==> config.mk <==
export PLATFORM = sky130hd
export DESIGN_NAME = serial_adder_ctrl
export DESIGN_NICKNAME = d
export VERILOG_FILES = /design/src/rtl/serial_adder_ctrl.sv
export SDC_FILE = /design/constraint.sdc
export NUM_CORES = 1
export LEC_CHECK = 0
export ABC_AREA = 1
export CORE_AREA = 10 10 68 70
export CTS_CLUSTER_SIZE = 30
export DETAILED_ROUTE_END_ITERATION = 6
export DIE_AREA = 0 0 78 80
export DONT_BUFFER_PORTS = 1
export PLACE_DENSITY = 0.68
export RECOVER_POWER = 50
export SLEW_MARGIN = 10
export SYNTH_ARGS = -nofsm -noshare
export SYNTH_HDL_FRONTEND = slang
export SYNTH_HIERARCHICAL = 1
export SYNTH_SLANG_ARGS = --single-unit
==> constraint.sdc <==
create_clock -name clk -period 1.4 [get_ports clk]
set_clock_uncertainty 0.05 [all_clocks]
set_input_delay 0.07 -clock clk [delete_from_list [all_inputs] [get_ports clk]]
set_output_delay 0.07 -clock clk [all_outputs]
set_load 0.02 [all_outputs]
==> src/rtl/serial_adder_ctrl.sv <==
// ---------------------------------------------------------------------------
// serial_adder_ctrl
//   Bit-serial add/subtract engine. A single full_adder cell is time-shared
//   over all bit positions, LSB first, one bit per clock. An IDLE/RUN/DONE
//   FSM sequences the cell, keeps the running carry in a flop and assembles
//   the answer in a shift register. The result and flags are registered and
//   only updated on the completion edge.
//
// Handshake: start is sampled only in IDLE. Operands and op_sub are captured
//   on that edge. busy is high in RUN and DONE. done pulses for exactly one
//   cycle, WIDTH clocks after the capture edge. start while busy is ignored.
//
// Ports
//   clk       in   rising-edge clock
//   rst_n     in   synchronous reset, active-low
//   start     in   operation request (sampled in IDLE only)
//   op_sub    in   0 = a+b, 1 = a-b (captured with start)
//   a, b      in   WIDTH-bit operands (captured with start)
//   busy      out  high in RUN and DONE
//   done      out  one-cycle completion pulse
//   result    out  WIDTH-bit sum/difference, held until the next completion
//   c_out     out  final carry (subtract: 1 = no borrow)
//   overflow  out  signed overflow
// ---------------------------------------------------------------------------

// Single-bit full adder: the only arithmetic in the engine.
//   a, b, c_in  in   addend bits and carry in
//   sum, c_out  out  sum bit and carry out
module full_adder (
  input  logic a,
  input  logic b,
  input  logic c_in,
  output logic sum,
  output logic c_out
);
  assign sum   = a ^ b ^ c_in;
  assign c_out = (a & b) | (c_in & (a ^ b));
endmodule

module serial_adder_ctrl #(
  parameter int WIDTH = 8,
  parameter int CNT_W = $clog2(WIDTH + 1)
) (
  input  logic             clk,
  input  logic             rst_n,
  input  logic             start,
  input  logic             op_sub,
  input  logic [WIDTH-1:0] a,
  input  logic [WIDTH-1:0] b,
  output logic             busy,
  output logic             done,
  output logic [WIDTH-1:0] result,
  output logic             c_out,
  output logic             overflow
);

  typedef enum logic [1:0] {
    IDLE = 2'd0,
    RUN  = 2'd1,
    DONE = 2'd2
  } state_e;

  // Counter value seen on the edge that processes the MSB.
  localparam logic [CNT_W-1:0] LAST_CNT = CNT_W'(WIDTH - 1);

  state_e             state_q,    state_d;
  logic [WIDTH-1:0]   sa_q,       sa_d;
  logic [WIDTH-1:0]   sb_q,       sb_d;
  logic [WIDTH-1:0]   sr_q,       sr_d;
  logic               carry_q,    carry_d;
  logic [CNT_W-1:0]   cnt_q,      cnt_d;
  logic [WIDTH-1:0]   result_q,   result_d;
  logic               c_out_q,    c_out_d;
  logic               overflow_q, overflow_d;

  logic fa_sum;
  logic fa_cout;

  // The one shared cell: always looks at the current LSBs and carry flop.
  full_adder u_fa (
    .a     (sa_q[0]),
    .b     (sb_q[0]),
    .c_in  (carry_q),
    .sum   (fa_sum),
    .c_out (fa_cout)
  );

  always_comb begin
    state_d    = state_q;
    sa_d       = sa_q;
    sb_d       = sb_q;
    sr_d       = sr_q;
    carry_d    = carry_q;
    cnt_d      = cnt_q;
    result_d   = result_q;
    c_out_d    = c_out_q;
    overflow_d = overflow_q;

    unique case (state_q)
      IDLE: begin
        if (start) begin
          sa_d = a;
          // Subtraction is a + ~b + 1: invert B here, the +1 rides in
          // as the initial carry.
          sb_d    = op_sub ? ~b : b;
          carry_d = op_sub;
          cnt_d   = '0;
          state_d = RUN;
        end
      end

      RUN: begin
        sa_d    = {1'b0, sa_q[WIDTH-1:1]};
        sb_d    = {1'b0, sb_q[WIDTH-1:1]};
        sr_d    = {fa_sum, sr_q[WIDTH-1:1]};
        carry_d = fa_cout;
        cnt_d   = cnt_q + CNT_W'(1);
        if (cnt_q == LAST_CNT) begin
          // MSB edge: carry_q is the carry into the MSB, so signed
          // overflow is carry-in XOR carry-out of the top bit.
          result_d   = {fa_sum, sr_q[WIDTH-1:1]};
          c_out_d    = fa_cout;
          overflow_d = carry_q ^ fa_cout;
          state_d    = DONE;
        end
      end

      DONE: begin
        // start is deliberately ignored here; a new request must be
        // presented in IDLE.
        state_d = IDLE;
      end

      default: begin
        state_d = IDLE;
      end
    endcase
  end

  always_ff @(posedge clk) begin
    if (!rst_n) begin
      state_q    <= IDLE;
      sa_q       <= '0;
      sb_q       <= '0;
      sr_q       <= '0;
      carry_q    <= 1'b0;
      cnt_q      <= '0;
      result_q   <= '0;
      c_out_q    <= 1'b0;
      overflow_q <= 1'b0;
    end else begin
      state_q    <= state_d;
      sa_q       <= sa_d;
      sb_q       <= sb_d;
      sr_q       <= sr_d;
      carry_q    <= carry_d;
      cnt_q      <= cnt_d;
      result_q   <= result_d;
      c_out_q    <= c_out_d;
      overflow_q <= overflow_d;
    end
  end

  // Status decodes straight from the state register, so they are glitch-free
  // and change only on clock edges.
  assign busy     = (state_q != IDLE);
  assign done     = (state_q == DONE);
  assign result   = result_q;
  assign c_out    = c_out_q;
  assign overflow = overflow_q;

endmodule

==> results.md, run 1 <==
- Die Ht: 80 um
- Final hold vios: 0
- WP data required: 1.61 ns
- Mean Syn Cell Area: 6.77 um2
- H-tree depth: 2
- Final core occ: 0.680
- CP arrival: 1.51 ns
- CP max stage cell: dfxtp_1
- Die X: 78 um
- Main combinational cell family by area after synthesis: simple AND/OR/NAND/NOR gates
- Unique cell type count in the Yosys netlist: 21
- Area share of and/or/nand/nor cells after synthesis: 0.358
- Ranking of synthesized cells by area: dfxtp_1 (43%), nand2_1 (16%), nand3_1 (10%)
- Core ar.: 3280 um2
- Initial antenna violation count: 0
- Average wire per standard cell: 12.1 um
- Clock sinks: 40
- Detailed-router iteration count before antenna repair: 4
- CTS tree: built
- Tmin final: 1.30 ns
- Antenna-violating nets left: 0
- Worst rel slew slack: 0.398
- Starting DRT DRC Count: 108
- Synth Register Bits: 40
- Skew-Pair Late Insertion Delay: 0.35 ns
- Fmax achieved: 768 MHz
- Initial Util: 0.561
- Crit Path Class: reg -> reg
- Post-DP HPWL: 2.80 mm
- Endpoints failing setup: 0
- Syn_nets: 294
- Worst-path clk slew: 0.12 ns
- Lkg Pwr: 1.06 nW
- Setup_tns: 0 ns
- Num rows: 21
- Most frequent cells in the layout: nand2_1 (77), dfxtp_1 (38), nand3_1 (37), nor2_1 (35), inv_1 (29)
- Syn Std Cell Area: 1840 um2
- Hold depth: 6
- Pin count of the biggest net entering global routing: 27
- Complex-gate fraction of the synthesized area: 0.0788
- Die footprint: 6240 um2
- Vias in the first global route: 1587
- Synthesis Warnings: 6
- I/O Buffers: 0
- Remaining DRCs: 0
- Gr usage total: 0.138
- CTS max path bufs: 2
- Share of post-route cells with drive strength above 1: 0.0967
- Area delta synth->final: 21.3%
- Commonest non-fill, non-tap cell in the layout: nand2_1
- Critical Path Source Type: register
- Nets@finish: 321
- CP delay by family, top: buffers and inverters
- Worst Reg-to-Reg Cells: 8
- Drt total wl: 4.17 mm
- Post-Synth XOR/XNOR Area: 0.00951
- Vias/cell: 5.02
- CTS root buffer: clkbuf_4
- Slew Viols, Final: 0
- Seq/Total Area, Yosys: 0.435
- Crit path max fanout: 10
- Synth area leader: dfxtp_1
- I/O Pins: 32
- Mux contribution to synthesized area: 0
- Worst hold path type: in -> reg
- Status: complete, no violations
- Peak VDD IR: 0.733 mV
- WP depth: 8
- P per Cell Area: 1030 nW/um2
- N_diodes: 0
- Tcrit/Tclk final: 0.930
- Critical Path Sink Type: register
- Worst Path Buf+Inv: 4
- Crit path cell chain: inv_2 -> nand2_2 -> buf_4 -> nor2_8 -> buf_12 -> buf_4 -> nor2_1 -> nor2_1
- GR Overflow Total: 0
- CTS buffer count: 5
- Via Count: 1738
- Adder-cell area share of the yosys netlist: 0.0177
- Worst slew pin tran: 0.904 ns
- Max cap viols: 0
- Global-route wire length before repair: 7.10 mm
- Crit path largest cell delay: 0.38 ns
- RSZ-0062 raised after global routing: no
- Synth Instances: 272
- Top cell type's share of synthesized area: 0.435
- Routability cong.: 0.754
- Tot Pwr: 2.31 mW
==> worst reg2reg max path: stages (launching register included) <==
cell and delay, ns:
dfxtp_1 0.38, inv_2 0.07, nand2_2 0.09, buf_4 0.21, nor2_8 0.05, buf_12 0.12
buf_4 0.12, nor2_1 0.08, nor2_1 0.05
==> cells in the mapped netlist <==
master,number
a21oi_1,14
inv_2,2
xnor2_1,1
nand2_2,3
fa_1,1
buf_2,5
ha_1,1
buf_6,1
clkbuf_1,2
nor2_1,35
nor2_2,1
xor2_1,1
buf_1,1
nand3_1,38
nor2_8,1
inv_1,29
o21ai_0,12
dfxtp_1,40
buf_4,3
nand2_1,78
o21ai_1,3
==> timing repair <==
action	in CTS	in global routing
hold buffers	21	0
hold endpoints to repair	35	0
endpoints found under the setup margin	0	20
setup buffers	0	3
gates resized for setup	0	9
==> flip-flops by register name (all words and copies together) (netlist names) <==
register	cells
overflow	1
sb_q	8
state_q	2
sa_q	8
c_out	1
cnt_q	4
sr_q	7
carry_q	1
result	8
==> metrics by stage <==
step / hold WS (ns) / worst slack, ns / instance area [um2] / instances
final: 0.00381 / 0.0981 / 2230 / 346
after global routing: 0.0241 / 0.0135 / 2230 / 346
after CTS: 0.00365 / 0.0233 / 2190 / 343
after detailed placement: 0.125 / 0.0815 / 1900 / 314
after global placement: 0.124 / 0.104 / 1900 / 314
after floorplan: 0.164 / 0.170 / 1840 / 272
==> cell families after synthesis <==
logic type / count (synthesis)
AO/OA/AOI/OAI: 29
XOR/XNOR: 2
adder cells (fa/ha/maj): 2
buffers and inverters: 43
flip-flops: 40
AND/OR/NAND/NOR: 156
==> final timing paths <==
kind	startpoint	to	slack [ns]
max reg2reg	state_q[1]	result[0]	0.1
min	b[2]	sb_q[2]	0.004
max	state_q[1]	result[0]	0.1
min reg2reg	cnt_q[0]	cnt_q[0]	0.42
==> metal layers <==
metal	global-route usage	part of all wire	up-vias	wire length, um
li1	-	-	904	-
met1	0.158	0.44	787	1820
met2	0.232	0.49	41	2030
met3	0.0405	0.060	6	252
met4	0.0645	0.017	0	71
met5	0	0	-	0
==> report_power, final <==
group / internal [mW] / switching (mW) / total [mW]
logic: 0.144 / 0.187 / 0.331
registers: 1.19 / 0.0336 / 1.23
clock network: 0.375 / 0.375 / 0.750
==> area by class of cell <==
type	count	area (um2)
clock inverters	2	35.0
fillers	317	1050
flip-flops and latches	40	803
repair buffers	32	313
multi-input cells	189	867
well taps	46	57.6
inverters	31	116
clock buffers	6	41.3
Note: power is estimated with default switching activity, not from simulation.
==> run 2, diff against run 1 <==
--- a/config.mk
+++ b/config.mk
@@ -5,13 +5,13 @@
 export SDC_FILE = /design/constraint.sdc
 export NUM_CORES = 1
 export LEC_CHECK = 0
-export ABC_AREA = 1
-export CORE_AREA = 10 10 68 70
+export ABC_AREA = 0
+export CORE_AREA = 10 10 67 69
 export CTS_CLUSTER_SIZE = 30
 export DETAILED_ROUTE_END_ITERATION = 6
-export DIE_AREA = 0 0 78 80
+export DIE_AREA = 0 0 77 79
 export DONT_BUFFER_PORTS = 1
-export PLACE_DENSITY = 0.68
+export PLACE_DENSITY = 0.69
 export RECOVER_POWER = 50
 export SLEW_MARGIN = 10
 export SYNTH_ARGS = -nofsm -noshare
==> results.md, run 2 <==
- Status: complete, no violations
- H-tree depth: 2 (unchanged)
- Slew Viols, Final: 0 (unchanged)
- Critical Path Start: op_sub
- Die footprint: 6080 um2 (-2.5%)
- Die X: 77 um (-1.3%)
- Vias in the first global route: 1539 (-3.0%)
- Skew-Pair Late Insertion Delay: 0.35 ns (about the same)
- Most frequent cells in the layout: dfxtp_1 (37), dlygate4sd3_1 (26), a21oi_1 (25), nand2_1 (25), o21ai_0 (24)
- Area delta synth->final: 23.8%
- Routability cong.: 0.775 (+2.9%)
- I/O Buffers: 0 (unchanged)
- Hold Path Origin: start
- Synth area leader: dfxtp_1
- I/O Pins: 32 (unchanged)
- Post-synth EDFFs: 0 (unchanged)
- Tmin final: 1.37 ns (+0.0656 ns)
- Global-route wire length before repair: 7.45 mm (+5.0%)
- CTS max path bufs: 2 (unchanged)
- Crit Path Class: in -> reg
- CTS buffer count: 5 (unchanged)
- Initial antenna violation count: 0 (unchanged)
- CTS root buffer: clkbuf_4
- Sw Pwr: 0.546 mW (-8.3%)
- Post-synth ARST share: 0 (unchanged)
- Detailed-router iteration count before antenna repair: 4 (unchanged)
- Crit path max fanout: 8 (-2)
- Main synth FF type: dfxtp_1
- RR Startpoint: state_q[1]
- Synth Register Bits: 40 (unchanged)
- Sequential Power Share: 0.590 (+0.058)
- Drt total wl: 4.51 mm (+8.0%)
- Lkg Pwr: 0.779 nW (-27%)
- Via Count: 1626 (-6.4%)
- Core ar.: 3230 um2 (-1.6%)
- Unique cell type count in the Yosys netlist: 37 (+76%)
- CTS tree: built
- Peak VDD IR: 0.581 mV (-21%)
- Worst Reg-to-Reg Cells: 4 (-4)
- Final hold vios: 0 (unchanged)
- Clock sinks: 40 (unchanged)
- Synth Instances: 207 (-24%)
- Ranking of synthesized cells by area: dfxtp_1 (44%), o21ai_0 (7.2%), a21oi_1 (6.9%)
- RR Endpoint: cnt_q[3]
- Critical Path Source Type: primary input
- Vias/cell: 5.77 (+15%)
- P per Cell Area: 929 nW/um2 (-10%)
- Initial Util: 0.559 (-0.00211)
- Die Ht: 79 um (-1.3%)
- Nets@finish: 258 (-20%)
- Top cell type's share of synthesized area: 0.444 (+0.00874)
- Remaining DRCs: 0 (unchanged)
- Dpl ws: 0.0473 ns (-0.0341 ns)
- Commonest non-fill, non-tap cell in the layout: dfxtp_1
- Worst hold path type: in -> reg
- Antenna-violating nets left: 0 (unchanged)
- Seq/Total Area, Yosys: 0.444 (+0.00874)
- Worst slew pin tran: 0.321 ns (-0.583 ns)
- Mean Syn Cell Area: 8.72 um2 (+29%)
- Switching power share of the total: 0.263 (+0.00507)
- CP arrival: 1.55 ns (+0.04 ns)
- Worst rel slew slack: 0.785 (+0.388)
- Final WS setup: 0.0325 ns (-0.0656 ns)
- Average wire per standard cell: 16.0 um (+32%)
- CP endpoint: sb_q[1]
- Syn Std Cell Area: 1810 um2 (-2.0%)
- Clock Power Share: 0.262 (-0.063)
- Critical Path Sink Type: register
- Syn_nets: 229 (-22%)
- Gr usage total: 0.150 (+0.0114)
- Num rows: 21 (unchanged)
- N_diodes: 0 (unchanged)
- Post-DP HPWL: 2.64 mm (-5.8%)
- Fmax achieved: 731 MHz (-4.8%)
- Worst-path clk slew: 0.11 ns (about the same)
- Max cap viols: 0 (unchanged)
- R2R Setup Slk: 0.04 ns (-0.06 ns)
- Tot Pwr: 2.08 mW (-10%)
- Internal power: 1.53 mW (-11%)
- Pin count of the biggest net entering global routing: 28 (+3.7%)
- GR Overflow Total: 0 (unchanged)
- Starting DRT DRC Count: 96 (-11%)
- Tcrit/Tclk final: 0.977 (+0.0469)
- Endpoints failing setup: 0 (unchanged)
- Synthesis Warnings: 6 (unchanged)
- Design Area, Final: 2230 um2 (about the same)
- Worst hold slack: 0.0514 ns (+0.0476 ns)
- Gate power share: 0.148 (+0.005)
- Count leader, synth: dfxtp_1
- Share of post-route cells with drive strength above 1: 0.169 (+0.0728)
- WP data required: 1.59 ns (-0.02 ns)
- Commonest cells in the netlist: dfxtp_1 (40), nand2_1 (26), o21ai_0 (26), a21oi_1 (25), nand3_1 (12)
- Placed inst area: 1860 um2 (-2.3%)
[run 2: power groups by stage]
stage	Combinational, mW	Sequential (mW)	Clock, mW
global route	0.340	1.23	0.623
CTS	0.288	1.22	0.558
detailed placement	0.204	1.25	0
global placement	0.196	1.25	0
finish	0.307	1.23	0.544
floorplan	0.191	1.24	0
[run 2: layout make-up]
type | count | area, um2
clock buffer | 6 | 41.3
clock inverter | 1 | 5.00
fill | 270 | 997
inverter | 4 | 23.8
multi-input combinational | 147 | 922
sequential | 40 | 810
tap | 46 | 57.6
timing repair buffer | 38 | 375
[run 2: how the worst min path moves through the flow]
stage | end | slack [ns] | cells past startpoint
after CTS | state_q[0] | 0.04 | 3
after detailed placement | carry_q | 0.17 | 2
after global placement | carry_q | 0.16 | 2
after global routing | cnt_q[3] | 0.06 | 4
final | state_q[0] | 0.05 | 3
after floorplan | sb_q[2] | 0.23 | 3
[run 2: logic make-up after synthesis]
group,count (synthesis),share of synthesized area
adder cells (fa/ha/maj),2,0.0180
buffers and inverters,21,0.0679
XOR/XNOR,9,0.0437
AO/OA/AOI/OAI,75,0.248
flip-flops,40,0.444
multiplexers,1,0.00554
AND/OR/NAND/NOR,59,0.173
[run 2: stage by stage]
stage,std cells,setup TNS (ns),util
after detailed placement,248,0,0.575
after CTS,281,0,0.673
after global placement,248,0,0.575
after global routing,282,-0.000159,0.691
after floorplan,207,0,-
final,282,0,0.691
[run 2: worst max-delay path, cell delays in order]
cell	delay, ns
dlygate4sd3_1	0.58
xor2_1	0.17
dlygate4sd3_1	0.57
nand2_1	0.08
o21ai_0	0.09
[run 2: metal layers]
layer	routed length, um	GRT usage
met4	136	0.0766
met1	1830	0.161
met3	295	0.0608
met5	0	0
met2	2250	0.250
[run 2: what timing repair did]
item	in CTS	in global routing
hold endpoints to repair	17	1
gates resized for setup	6	16
cloned	0	1
buffers inserted	0	0
hold buffers	26	1
endpoints found under the setup margin	2	20
pin swaps	0	2
==> run 3, diff against run 2 <==
--- a/config.mk
+++ b/config.mk
@@ -7,10 +7,12 @@
 export LEC_CHECK = 0
 export ABC_AREA = 0
 export CORE_AREA = 10 10 67 69
+export CTS_BUF_LIST = sky130_fd_sc_hd__clkbuf_8
 export CTS_CLUSTER_SIZE = 30
 export DETAILED_ROUTE_END_ITERATION = 6
 export DIE_AREA = 0 0 77 79
 export DONT_BUFFER_PORTS = 1
+export MAX_ROUTING_LAYER = met4
 export PLACE_DENSITY = 0.69
 export RECOVER_POWER = 50
 export SLEW_MARGIN = 10
==> results.md, run 3 (synthesis results as in run 2) <==
- Status: finished with violations
- GR Overflow Total: 0 (unchanged)
- CP arrival: 1.51 ns (-0.04 ns)
- Worst slew pin tran: 0.329 ns (+0.00783 ns)
- Lkg Pwr: 0.760 nW (-2.4%)
- Average wire per standard cell: 15.4 um (-3.7%)
- Crit Path Class: in -> reg
- Clock sinks: 40 (unchanged)
- Share of post-route cells with drive strength above 1: 0.163 (-0.00650)
- Die footprint: 6080 um2 (unchanged)
- Detailed-router iteration count before antenna repair: 4 (unchanged)
- Antenna-violating nets left: 0 (unchanged)
- Post-DP HPWL: 2.64 mm (unchanged)
- Remaining DRCs: 0 (unchanged)
- Endpoints failing setup: 0 (unchanged)
- Core ar.: 3230 um2 (unchanged)
- Gr usage total: 0.146 (-0.00340)
- I/O Pins: 32 (unchanged)
- I/O Buffers: 0 (unchanged)
- CTS tree: built
- Fillers: 283 (+4.8%)
- Tmin final: 1.38 ns (+0.0147 ns)
- Peak VDD IR: 0.634 mV (+9.1%)
- Crit path max fanout: 1 (-7)
- Placed Cells: 248 (unchanged)
- Final hold vios: 1 (+1)
- # Post-CTS Setup Buffers: 0 (unchanged)
- Die X: 77 um (unchanged)
- Max cap viols: 0 (unchanged)
- P per Cell Area: 1030 nW/um2 (+11%)
- Vias in the first global route: 1460 (-5.1%)
- Skew-Pair Late Insertion Delay: 0.29 ns (-0.06 ns)
- H-tree depth: 2 (unchanged)
- Initial antenna violation count: 0 (unchanged)
- N_diodes: 0 (unchanged)
- CTS root buffer: clkbuf_8
- Worst hold path type: in -> reg
- Drt total wl: 4.20 mm (-6.8%)
- Met2 usage: 0.239 (-0.0118)
- Most frequent cells in the layout: dfxtp_1 (38), o21ai_0 (26), a21oi_1 (25), nand2_1 (25), dlygate4sd3_1 (16)
- Die Ht: 79 um (unchanged)
- Slew Viols, Final: 0 (unchanged)
- Fmax achieved: 724 MHz (-1.1%)
- Pin count of the biggest net entering global routing: 28 (unchanged)
- CTS buffer count: 5 (unchanged)
- Finished Layout Cells: 273 (-3.2%)
- Global-route wire length before repair: 7.09 mm (-4.8%)
- Worst rel slew slack: 0.781 (-0.00451)
- Critical Path Source Type: primary input
- Num rows: 21 (unchanged)
- CTS max path bufs: 2 (unchanged)
- Via Count: 1587 (-2.4%)
- Area delta synth->final: 19.1%
- Commonest non-fill, non-tap cell in the layout: dfxtp_1
- Worst hold slack: -0.0373 ns (-0.0887 ns)
- WP data required: 1.52 ns (-0.07 ns)
- Area of the multi-input gates: 913 um2 (-0.95%)
- Initial Util: 0.559 (unchanged)
- Vias/cell: 5.81 (+0.82%)
- Violated checks: negative hold slack
- Met3 Usage GRT: 0.0563 (-0.00450)
- Routability cong.: 0.786 (+1.4%)
- Met1 usage: 0.158 (-0.00330)
- Nets@finish: 249 (-3.5%)
- Tcrit/Tclk final: 0.987 (+0.0105)
- GRT Max-Usage Layer: met2
- Critical Path Sink Type: register
- Sequential cell area: 803 um2 (-0.77%)
- Worst-path clk slew: 0.07 ns (-0.04 ns)
- Starting DRT DRC Count: 105 (+9.4%)
## run 3: changes by cell type in the layout (fill, tap and decap cells not counted), moves of 2 or more
cell | before | now
dlygate4sd3_1 | 26 | 16
clkbuf_4 | 5 | 0
clkbuf_8 | 0 | 5
dfxtp_4 | 2 | 0
o21ai_0 | 24 | 26
o21ai_1 | 2 | 0
## run 3: final timing paths
kind / from / to / slack, ns / cells past startpoint
worst min-delay path: op_sub / sb_q[3] / -0.04 / 3
worst max register to register: state_q[1] / result[6] / 0.10 / 5
worst min register to register: sr_q[1] / sr_q[1] / 0.41 / 2
worst max-delay path: b[6] / sb_q[6] / 0.02 / 5
## run 3: final cells by class
class                      count  share of cell area
clock buffer                   5              0.0320
clock inverter                 2             0.00407
inverter                       4             0.00873
multi-input combinational    147               0.425
sequential                    40               0.374
tap                           46              0.0268
timing repair buffer          29               0.130
## run 3: worst max-delay path, cell delays in order
cell and delay (ns):
dlygate4sd3_1 0.56, xor2_1 0.16, dlygate4sd3_1 0.57, nand2_1 0.07, o21ai_0 0.07
## run 3: timing repair
action,CTS,global route
hold buffers,18,0
endpoints found under the hold margin,17,0
cloned,0,1
resized for setup,4,9
endpoints found under the setup margin,2,21
## run 3: stage by stage
step / power (mW) / TNS [ns] / util / setup slack [ns] / cell area [um2]
2_1_floorplan: 1.43 / 0 / - / 0.123 / 1810
4_1_cts: 2.21 / 0 / 0.657 / 0.0289 / 2120
5_1_grt: 2.32 / -0.0132 / 0.665 / -0.0132 / 2150
3_3_place_gp: 1.44 / 0 / 0.575 / 0.0822 / 1860
3_5_place_dp: 1.45 / 0 / 0.575 / 0.0473 / 1860
6_report: 2.21 / 0 / 0.665 / 0.0179 / 2150
## run 3: metal layers
| metal | share of wire | wire length, um |
|---|---|---|
| met1 | 0.41 | 1740 |
| met2 | 0.51 | 2140 |
| met3 | 0.068 | 284 |
| met4 | 0.0083 | 35 |
| met5 | 0 | 0 |
## run 3: power by group
group / total [mW] / switching [mW] / leakage [nW] / internal, mW
sequential: 1.23 / 0.0403 / 0.327 / 1.19
combinational: 0.272 / 0.134 / 0.388 / 0.138
clock: 0.714 / 0.383 / 0.0452 / 0.331
total: 2.21 / 0.557 / 0.760 / 1.66
